### src/rtl/snes_pad_emulator.sv
// SNES controller-side emulator: answers a host's dlatch/dclock with 16 serial
// bits (12 buttons + 4 ID bits) on data, active-low, sampled on the system clock.
module snes_pad_emulator #(
  parameter int unsigned SYNC_STAGES = 2,
  parameter logic [3:0]  ID_BITS     = 4'b0000,
  parameter logic        FILL_LEVEL  = 1'b0
) (
  input  logic       clock,
  input  logic       reset_n,
  input  logic       up,
  input  logic       down,
  input  logic       left,
  input  logic       right,
  input  logic       a,
  input  logic       b,
  input  logic       x,
  input  logic       y,
  input  logic       start,
  input  logic       sel,
  input  logic       l,
  input  logic       r,
  input  logic       dlatch,
  input  logic       dclock,
  output logic       data,
  output logic       busy,
  output logic       frame_done,
  output logic [4:0] bits_sent
);

  localparam int unsigned FRAME_BITS = 16;
  localparam int unsigned CNT_W      = 5;

  typedef enum logic [1:0] {S_IDLE, S_LOAD, S_SHIFT, S_DONE} state_t;

  state_t                  r_state, w_state_nxt;
  logic [SYNC_STAGES-1:0]  r_latch_sync, r_clk_sync;
  logic                    r_latch_prev, r_clk_prev;
  logic [FRAME_BITS-1:0]   r_sr, w_sr_nxt;
  logic                    r_data, w_data_nxt;
  logic                    r_busy, w_busy_nxt;
  logic                    r_frame_done, w_frame_done_nxt;
  logic [CNT_W-1:0]        r_bits, w_bits_nxt;

  logic                    w_latch_s, w_clk_s;
  logic                    w_latch_fall, w_clk_rise;
  logic [FRAME_BITS-1:0]   w_snapshot;

  // Synchronisers plus one history stage; reset values match the idle line levels
  always_ff @(posedge clock or negedge reset_n) begin
    if (!reset_n) begin
      r_latch_sync <= '0;
      r_clk_sync   <= '1;
      r_latch_prev <= 1'b0;
      r_clk_prev   <= 1'b1;
    end else begin
      r_latch_sync <= {r_latch_sync[SYNC_STAGES-2:0], dlatch};
      r_clk_sync   <= {r_clk_sync[SYNC_STAGES-2:0], dclock};
      r_latch_prev <= w_latch_s;
      r_clk_prev   <= w_clk_s;
    end
  end

  assign w_latch_s    = r_latch_sync[SYNC_STAGES-1];
  assign w_clk_s      = r_clk_sync[SYNC_STAGES-1];
  assign w_latch_fall = ~w_latch_s & r_latch_prev;
  assign w_clk_rise   = w_clk_s & ~r_clk_prev;

  // Index 0 is the first bit on the wire
  assign w_snapshot = {ID_BITS, r, l, x, a, right, left, down, up, start, sel, y, b};

  always_ff @(posedge clock or negedge reset_n) begin
    if (!reset_n) begin
      r_state      <= S_IDLE;
      r_sr         <= '0;
      r_data       <= 1'b1;
      r_busy       <= 1'b0;
      r_frame_done <= 1'b0;
      r_bits       <= '0;
    end else begin
      r_state      <= w_state_nxt;
      r_sr         <= w_sr_nxt;
      r_data       <= w_data_nxt;
      r_busy       <= w_busy_nxt;
      r_frame_done <= w_frame_done_nxt;
      r_bits       <= w_bits_nxt;
    end
  end

  // A high latch overrides everything, including a coincident dclock rise
  always_comb begin
    w_state_nxt      = r_state;
    w_sr_nxt         = r_sr;
    w_data_nxt       = r_data;
    w_busy_nxt       = r_busy;
    w_frame_done_nxt = 1'b0;
    w_bits_nxt       = r_bits;

    if (w_latch_s) begin
      w_state_nxt = S_LOAD;
      w_sr_nxt    = w_snapshot;
      w_data_nxt  = ~w_snapshot[0];
      w_busy_nxt  = 1'b0;
      w_bits_nxt  = '0;
    end else begin
      case (r_state)
        S_LOAD: begin
          if (w_latch_fall) begin
            w_state_nxt = S_SHIFT;
            w_busy_nxt  = 1'b1;
          end
        end
        S_SHIFT: begin
          if (w_clk_rise) begin
            w_sr_nxt = {1'b0, r_sr[FRAME_BITS-1:1]};
            if (r_bits == CNT_W'(FRAME_BITS - 1)) begin
              w_state_nxt      = S_DONE;
              w_bits_nxt       = CNT_W'(FRAME_BITS);
              w_frame_done_nxt = 1'b1;
              w_busy_nxt       = 1'b0;
              w_data_nxt       = FILL_LEVEL;
            end else begin
              w_bits_nxt = r_bits + CNT_W'(1);
              w_data_nxt = ~r_sr[1];
            end
          end
        end
        default: begin
        end
      endcase
    end
  end

  assign data       = r_data;
  assign busy       = r_busy;
  assign frame_done = r_frame_done;
  assign bits_sent  = r_bits;

endmodule

### config.mk
export PLATFORM = sky130hd
export DESIGN_NAME = snes_pad_emulator
export DESIGN_NICKNAME = d
export VERILOG_FILES = /design/src/rtl/snes_pad_emulator.sv
export SDC_FILE = /design/constraint.sdc
export NUM_CORES = 1
export LEC_CHECK = 0
export ABC_CLOCK_PERIOD_IN_PS = 1900
export CORE_MARGIN = 2
export CORE_UTILIZATION = 35
export DETAILED_ROUTE_END_ITERATION = 12
export PLACE_DENSITY = 0.71
export SYNTH_ARGS = -nofsm -noshare
export SYNTH_HDL_FRONTEND = slang
export SYNTH_SLANG_ARGS = --single-unit
export TNS_END_PERCENT = 100
### constraint.sdc
create_clock -name clock -period 1.9 [get_ports clock]
set_clock_uncertainty 0.15 [all_clocks]
set_input_delay 0.285 -clock clock [delete_from_list [all_inputs] [get_ports clock]]
set_output_delay 0.285 -clock clock [all_outputs]
set_load 0.03 [all_outputs]
### After elaboration in Yosys (flattened, before gate mapping)

Index checks and enable logic that the tools add are counted.

* register bits: 32
* bits of input ports: 16
* output and inout bits: 8
* logic and storage cells: 53

* add/sub/neg operators: 1
* equality and inequality tests: 6
* mux-type cells: 25
* bitwise logic cells: 6
* reduce and logical (&&, ||, !) cells: 5

Operators by type and width (number)
* 2-to-1 mux 16 bit: 3
* 2-to-1 mux 5 bit: 4
* 2-to-1 mux 1 bit: 12
* inequality test 3 bit (second input constant): 3
* 2-to-1 mux 2 bit: 4
* adder 5 x 1 -> 5 bit (second input constant): 1
* == test 5 x 4 -> 1 bit (second input constant): 1
* inverter 1 bit: 4
* one-hot mux 2 bit (2 select lines): 1
* AND reduction 4 bit: 1
* nonzero test 2 bit: 2
* nonzero test 3 bit: 1
* AND 1 bit: 2
* == test 2 x 1 -> 1 bit (second input constant): 1
* == test 2 bit (second input constant): 1
* one-hot mux 1 bit (2 select lines): 1
* AND reduction 2 bit: 1

### Depth between registers and ports, before layout

Gate-level depths: netlist of the first run.

* depth after elaboration: 5
* depth in mapped cells: 6
* gate-level depth less buffers: 6

### Worst setup path after synthesis of the first run

No wires, ideal clock.

* path type: flip-flop to flip-flop
* start: reg r_bits[0], in the netlist bits_sent[0]
* end: reg r_bits[3], in the netlist bits_sent[3]
* setup time: 0.078 ns
* arrival time: 1.823 ns
* data required time: 1.672 ns
* path slack: -0.151 ns
* cell stages (with the launch flop): 6
* cells stage by stage: dfrtp_1 -> ha_1 -> and3_1 -> ha_1 -> or4_1 -> a21oi_1

* longest elaborated chain between the ends: 5
* elaborated cells between the ends (all ways): 6
* classes of those cells: add/sub: 1; eq/ne: 1; mux: 4

Ends and longest elaborated chain
* start: declaration: line 42 `logic [CNT_W-1:0] r_bits, w_bits_nxt;`
* start signal: assignment: line 85 `r_bits <= w_bits_nxt;`
* adder 5 x 1 -> 5 bit or == test 5 x 4 -> 1 bit (tied branches): line 122, 115
* 2-to-1 mux 5 bit *: line 115 `if (r_bits == CNT_W'(FRAME_BITS - 1)) begin`
* 2-to-1 mux 5 bit *: line 113 `if (w_clk_rise) begin`
* 2-to-1 mux 5 bit *: line 105 `case (r_state)`
* 2-to-1 mux 5 bit *: line 98 `if (w_latch_s) begin`

Mark *: on every way between the ends. The rest lies on a longest branch, timed or not. The select of a mux whose other input is x is not followed.
A chain may end at the register's enable or synchronous reset.

### Final worst setup path of the first run

* start: reg r_bits[1], in the netlist bits_sent[1]
* end: reg r_bits[2], in the netlist bits_sent[2]

The elaborated chain is that of the path after synthesis.

==> key figures, run 1 <==
Place
  – RD Place Congestion: 0.8031
  – Post-DP Area: 0.001479 mm^2
  – Detailed Place HPWL: 1.482 mm
  – # port buffers: 23

Final layout
  – Area grow syn2layout: 33.80%
  – Design area: 0.001560 mm^2
  – Antenna cells: 0
  – NumNets Final: 154
  – Fin util: 50.28%
  – Layout cells sized above 1: 19.40%

CTS
  – Max Buffers Root-to-Sink: 2
  – CTS Buf Count: 3
  – Clock Sink Count: 27
  – H-tree depth: 1
  – Cts hold-fix bufs: 0
  – Clk slew on worst S/H paths: 0.14 ns
  – Worst skew pair latency: 0.32 ns
  – Clock root cell: clkbuf_4
  – CTS tree: yes

Route
  – DR vias: 854
  – Routed WL: 2.130 mm
  – Detailed Route Iter0 Violations: 39
  – Post-route ant nets: 0
  – DR vias/cell: 4.798
  – First-pass iteration count of the detailed router: 4
  – Post-DR wirelength/cell: 11.97 um
  – DR DRC count: 0

Global routing
  – Grt ovf: 0
  – Number of global-route vias before repair: 820
  – Met2 global-route usage: 20.90%
  – GRT Total Usage: 12.57%
  – Global routing usage on met3: 2.484%
  – Antenna violations before repair: 0
  – Global-route wire length before repair: 3.546 mm
  – Largest net degree at the start of global routing: 34
  – Met1 usage: 16.73%
  – Grt peak-use layer: met2

STA
  – Total negative setup slack: 0 ns
  – Slew Limit Fails: 0
  – Setup repair after global routing missed its margin: false
  – Fmax achieved: 542.8 MHz
  – Max-slew headroom: 77.60%
  – Worst-Margin Slew: 0.3361 ns
  – Final Hold Viols: 0
  – WHS: 0.1567 ns
  – Final setup fails: 0
  – Post-route minimum period: 1.842 ns
  – Final worst path period share: 96.96%

Power and ir drop
  – Leak: 0.7457 nW
  – Power Total: 1.018 mW
  – Pwr dens: 652.6 mW/mm^2
  – Max VDD drop: 0.2867 mV

Worst setup path
  – Required @ worst endpoint: 2.02 ns
  – Worst reg2reg path depth: 5
  – Worst-path maximum fanout: 7
  – CP max stage cell: or4b_4
  – Worst r2r src: bits_sent[1]
  – CP startpoint: bits_sent[1]
  – Critical path endpoint category: flop
  – Critical path class: flop to flop
  – WP data arrival: 1.96 ns
  – Worst Setup Start Kind: flop
  – Critical Path Most Common Cell: ha_4
  – Crit-path max cell delay: 0.51 ns
  – Cells along the critical path: ha_4 > and3_4 > ha_4 > or4b_4 > a21oi_2

Yosys
  – Ys async rst share: 100.0%
  – Synth Net Count: 123
  – Register bit count reported by yosys: 27
  – Top cells by area, synth: dfrtp_1 49%, mux2i_1 10%, dfstp_2 9.0%
  – Register area share after synthesis: 58.37%
  – EDFF count, synth: 0
  – Top post-synthesis cells by count: 23 x dfrtp_1, 15 x nand2_1, 14 x o21ai_0
  – Synth Instances: 104
  – Synthesized area per cell: 11.21 um^2
  – Yosys top cell by area: dfrtp_1
  – Main synth FF type: dfrtp_1
  – Synth Cell Area: 0.001166 mm^2
  – Most common cell in the netlist: dfrtp_1
  – Post-synth cell types: 26
  – Yosys top cell area share: 49.36%
  – Total number of yosys warnings: 0

Floorplan
  – Die Area: 0.003809 mm^2
  – Initial Util: 37.58%
  – Row count: 20
  – Die Ht: 61.72 um
  – Die Wd: 61.72 um
  – Number of top-level pins: 24
  – Placeable core area: 0.003103 mm^2

Job
  – Max-cap viol count: 0

Min path
  – Hold WC Path Type: input port to async pin

Status
  – Status: finished, final reports clean
-- area by class of cell --
cell class,count,area (um^2)
Multi-Input combinational cell,70,496.7
Clock buffer,4,26.28
Tap cell,44,55.05
Sequential cell,27,683.2
Fill cell,312,1543
Inverter,2,7.507
Timing Repair Buffer,31,291.5
-- critical path, delay by kind of cell, from the launching register on --
| kind | cells | cell delay [ns] |
|---|---|---|
| AOI/OAI and AO/OA | 1 | 0.14 |
| DFF | 1 | 0.46 |
| adders and majority gates | 2 | 0.34 |
| and+or+nand+nor | 2 | 0.70 |
-- registers in the layout, summed over array words and instances, names as in the netlist --
| signal | flops |
|---|---|
| bits_sent | 5 |
| busy | 1 |
| data | 1 |
| frame_done | 1 |
| r_clk_prev | 1 |
| r_clk_sync | 2 |
| r_latch_prev | 1 |
| r_latch_sync | 2 |
| r_sr | 11 |
| r_state | 2 |
-- cells by family after synthesis --
kind of cell | synth area share [%]
buf+inv | 3.004
mux | 10.30
fa+ha+maj | 3.219
flops | 58.37
simple gates | 13.63
compound gates | 11.48
-- metal layers --
| metal | wire length, um | vias up |
|---|---|---|
| met1 | 982 | 397 |
| met3 | 113 | 6 |
| met2 | 981 | 28 |
| met5 | 0 | - |
| met4 | 53 | 0 |
| li1 | - | 423 |
-- where the power goes --
| group | internal [mW] | switching (mW) | total, mW | leakage [nW] |
|---|---|---|---|---|
| sequential | 0.617 | 0.0241 | 0.641 | 0.327 |
| clock | 0.0823 | 0.163 | 0.245 | 0.0150 |
| combinational | 0.0697 | 0.0630 | 0.133 | 0.403 |
| total | 0.769 | 0.250 | 1.02 | 0.746 |
-- placed cells by master, fill, tap and decap left out --
cell,instances
inv_1,2
or2_2,1
or4b_4,1
a21oi_2,2
dfstp_2,4
o21ai_0,14
nand3_1,1
dlymetal6s2s_1,2
clkdlybuf4s50_1,18
nand3b_1,2
nor2_1,4
buf_4,8
clkbuf_4,3
a21oi_1,5
nand4bb_2,1
nand2_1,15
clkbuf_1,1
and4bb_2,1
dfrtp_2,2
mux2i_1,12
a211oi_1,1
and3_4,1
ha_1,1
nor3b_1,1
dlygate4sd2_1,3
or3_1,1
dfrtp_1,21
or4_1,1
a21o_1,1
a31oi_1,1
o21bai_1,1
ha_4,2
-- final timing paths --
| path | end | slack [ns] |
|---|---|---|
| min in group clock | r_clk_sync[0] | 0.20 |
| setup reg to reg | bits_sent[2] | 0.06 |
| max in group asynchronous | r_clk_sync[0] | 1.14 |
| hold reg to reg | r_latch_sync[1] | 0.21 |
| setup / recovery | bits_sent[2] | 0.06 |
| hold / removal | bits_sent[2] | 0.16 |
-- stage by stage --
| stage | worst slack, ns | instances |
|---|---|---|
| 4_1_cts | 0.005327 | 176 |
| 3_3_place_gp | 0.06772 | 171 |
| 3_5_place_dp | 0.01226 | 171 |
| 6_report | 0.05783 | 178 |
| 2_1_floorplan | 0.01246 | 104 |
| 5_1_grt | 0.001898 | 178 |
-- what timing repair did --
item,4_1_cts,5_1_grt
resized for setup,4,7
pin swaps,0,2
setup buffers,1,2
setup endpoints to repair,6,4
gates cloned,0,0
Note: power is estimated with default switching activity, not from simulation.
==> run 2, diff against run 1 <==
==> constraint.sdc (replaced) <==
create_clock -name clock -period 1.9 [get_ports clock]
set_clock_uncertainty 0.15 [all_clocks]
set_input_delay 0.475 -clock clock [delete_from_list [all_inputs] [get_ports clock]]
set_output_delay 0.475 -clock clock [all_outputs]
set_load 0.03 [all_outputs]
==> key figures, run 2 (synthesis gave the netlist of run 1 again) <==
Status
  – Status: finished, final reports clean

Power and ir drop
  – Int Pwr: 763.4 uW (-0.67%)
  – Pwr dens: 662.0 mW/mm^2 (+1.4%)
  – Clock power share: 24.7% (+0.7 points)
  – Leak: 0.7228 nW (-3.1%)
  – Sw Ratio: 25.19% (+0.67 points)
  – Comb power frac: 12.5% (-0.5 points)
  – Reported net switching power: 257.1 uW (+3.0%)
  – Sequential power share: 62.7% (-0.2 points)
  – Max VDD drop: 0.3228 mV (+13%)
  – Power Total: 1.020 mW (+0.22%)

Floorplan
  – Initial Util: 37.58% (unchanged)
  – Number of top-level pins: 24 (unchanged)
  – Die Ht: 61.72 um (unchanged)
  – Row count: 20 (unchanged)
  – Die Wd: 61.72 um (unchanged)
  – Placeable core area: 0.003103 mm^2 (unchanged)
  – Die Area: 0.003809 mm^2 (unchanged)

Global routing
  – Number of global-route vias before repair: 793 (-3.3%)
  – Global-route wire length before repair: 3.477 mm (-1.9%)
  – Largest net degree at the start of global routing: 34 (unchanged)
  – Grt ovf: 0 (unchanged)
  – Antenna violations before repair: 0 (unchanged)
  – GRT Total Usage: 12.57% (about the same)

Final layout
  – Max reg flops: 11 (unchanged)
  – Design area: 0.001541 mm^2 (-1.2%)
  – Area grow syn2layout: 32.19%
  – Fin util: 49.68% (-0.60 points)
  – Post-route insts no fill: 178 (unchanged)
  – Most frequent cells in the layout: 21 x dfrtp_1, 15 x nand2_1, 15 x clkdlybuf4s50_1
  – NumNets Final: 154 (unchanged)
  – Commonest non-fill, non-tap cell in the layout: dfrtp_1
  – Antenna cells: 0 (unchanged)
  – Layout cells sized above 1: 19.40% (unchanged)
  – Top reg by flops: r_sr

Route
  – First-pass iteration count of the detailed router: 4 (unchanged)
  – Routed WL: 2.106 mm (-1.1%)
  – Post-route ant nets: 0 (unchanged)
  – DR vias/cell: 4.702 (-2.0%)
  – Post-DR wirelength/cell: 11.83 um (-1.1%)
  – DR vias: 837 (-2.0%)
  – Detailed Route Iter0 Violations: 18 (-54%)
  – DR DRC count: 0 (unchanged)

STA
  – Final Hold Viols: 0 (unchanged)
  – Max-slew headroom: 77.71% (+0.12 points)
  – Post-route minimum period: 1.855 ns (+0.01249 ns)
  – Total negative setup slack: 0 ns (unchanged)
  – WHS: 0.2165 ns (+0.05980 ns)
  – Final setup fails: 0 (unchanged)
  – Setup repair after global routing missed its margin: false
  – Final worst path period share: 97.61% (+0.66 points)
  – Worst-Margin Slew: 0.3343 ns (-0.001749 ns)
  – Slew Limit Fails: 0 (unchanged)
  – Setup ws final: 0.04533 ns (-0.01249 ns)
  – Fmax achieved: 539.2 MHz (-0.67%)

Worst setup path
  – CP max stage cell: or4b_1
  – Crit-path max cell delay: 0.50 ns (about the same)
  – Worst-path maximum fanout: 6 (-1)
  – Worst Path Buf+Inv: 0 (unchanged)
  – WP data arrival: 1.97 ns (about the same)
  – Critical path class: flop to flop
  – Top delay family on crit path: simple AND/OR/NAND/NOR gates
  – Required @ worst endpoint: 2.02 ns (about the same)
  – Critical Path Most Common Cell: ha_4
  – Cells along the critical path: ha_4 > and3_4 > ha_4 > or4b_1 > a21oi_1
  – Critical path endpoint category: flop
  – Worst Setup Start Kind: flop

Place
  – Placed Cells: 170 (-0.58%)
  – Detailed Place HPWL: 1.418 mm (-4.3%)
  – Post-DP Area: 0.001471 mm^2 (-0.51%)
  – # port buffers: 23 (unchanged)
  – RD Place Congestion: 0.7993 (-0.47%)
  – Place WS: -0.0004458 ns (-0.01270 ns)

CTS
  – Cts hold-fix bufs: 0 (unchanged)
  – CTS tree: yes
  – Worst skew pair latency: 0.33 ns (about the same)
  – Clock root cell: clkbuf_4
  – Clock Sink Count: 27 (unchanged)
  – CTS Buf Count: 3 (unchanged)
  – Max Buffers Root-to-Sink: 2 (unchanged)
  – H-tree depth: 1 (unchanged)
  – Clk slew on worst S/H paths: 0.15 ns (about the same)

Min path
  – Hold WC Path Type: flop to flop

Job
  – Max-cap viol count: 0 (unchanged)
## run 2: area by class of cell
class,instances,area [um^2]
inverters,2,7.507
clock buffers,3,22.52
multi-input cells,70,488.0
flip-flops and latches,27,683.2
well taps,44,55.05
repair buffers,31,277.8
fillers,292,1562
clock inverters,1,7.507
## run 2: path summary, 6_finish.rpt
path	startpoint	end	slack (ns)	cells after the start
worst max register to register	bits_sent[1]	bits_sent[2]	0.05	5
max in group asynchronous	reset_n	r_clk_prev	0.95	2
worst min register to register	r_latch_sync[0]	r_latch_sync[1]	0.22	0
min in group asynchronous	reset_n	bits_sent[3]	0.35	2
worst min-delay path	r_latch_sync[0]	r_latch_sync[1]	0.22	0
worst max-delay path	bits_sent[1]	bits_sent[2]	0.05	5
## run 2: what timing repair did
action | in CTS | in global routing
setup buffers | 1 | 3
pin swaps | 0 | 3
resized for setup | 12 | 3
endpoints found under the setup margin | 10 | 4
hold endpoints to repair | 0 | 0
## run 2: routing by layer
layer,global-route usage (%),vias up,part of all wire [%]
met1,15.00,389,45
met5,0,-,0
met4,1.824,0,0.47
li1,-,421,-
met2,21.95,24,49
met3,4.969,3,5.4
## run 2: power groups by stage
stage | Combinational, mW | Sequential [mW] | Clock (mW)
2_1_floorplan | 0.0563 | 0.658 | 0
3_3_place_gp | 0.131 | 0.650 | 0
3_5_place_dp | 0.134 | 0.651 | 0
4_1_cts | 0.132 | 0.640 | 0.266
5_1_grt | 0.143 | 0.646 | 0.297
6_report | 0.128 | 0.640 | 0.252
==> run 3, diff against run 2 <==
- CTS_CLUSTER_SIZE: unset -> 30
==> results of run 3 <==
Final layout, timing and power as in run 2 (identical DEF).
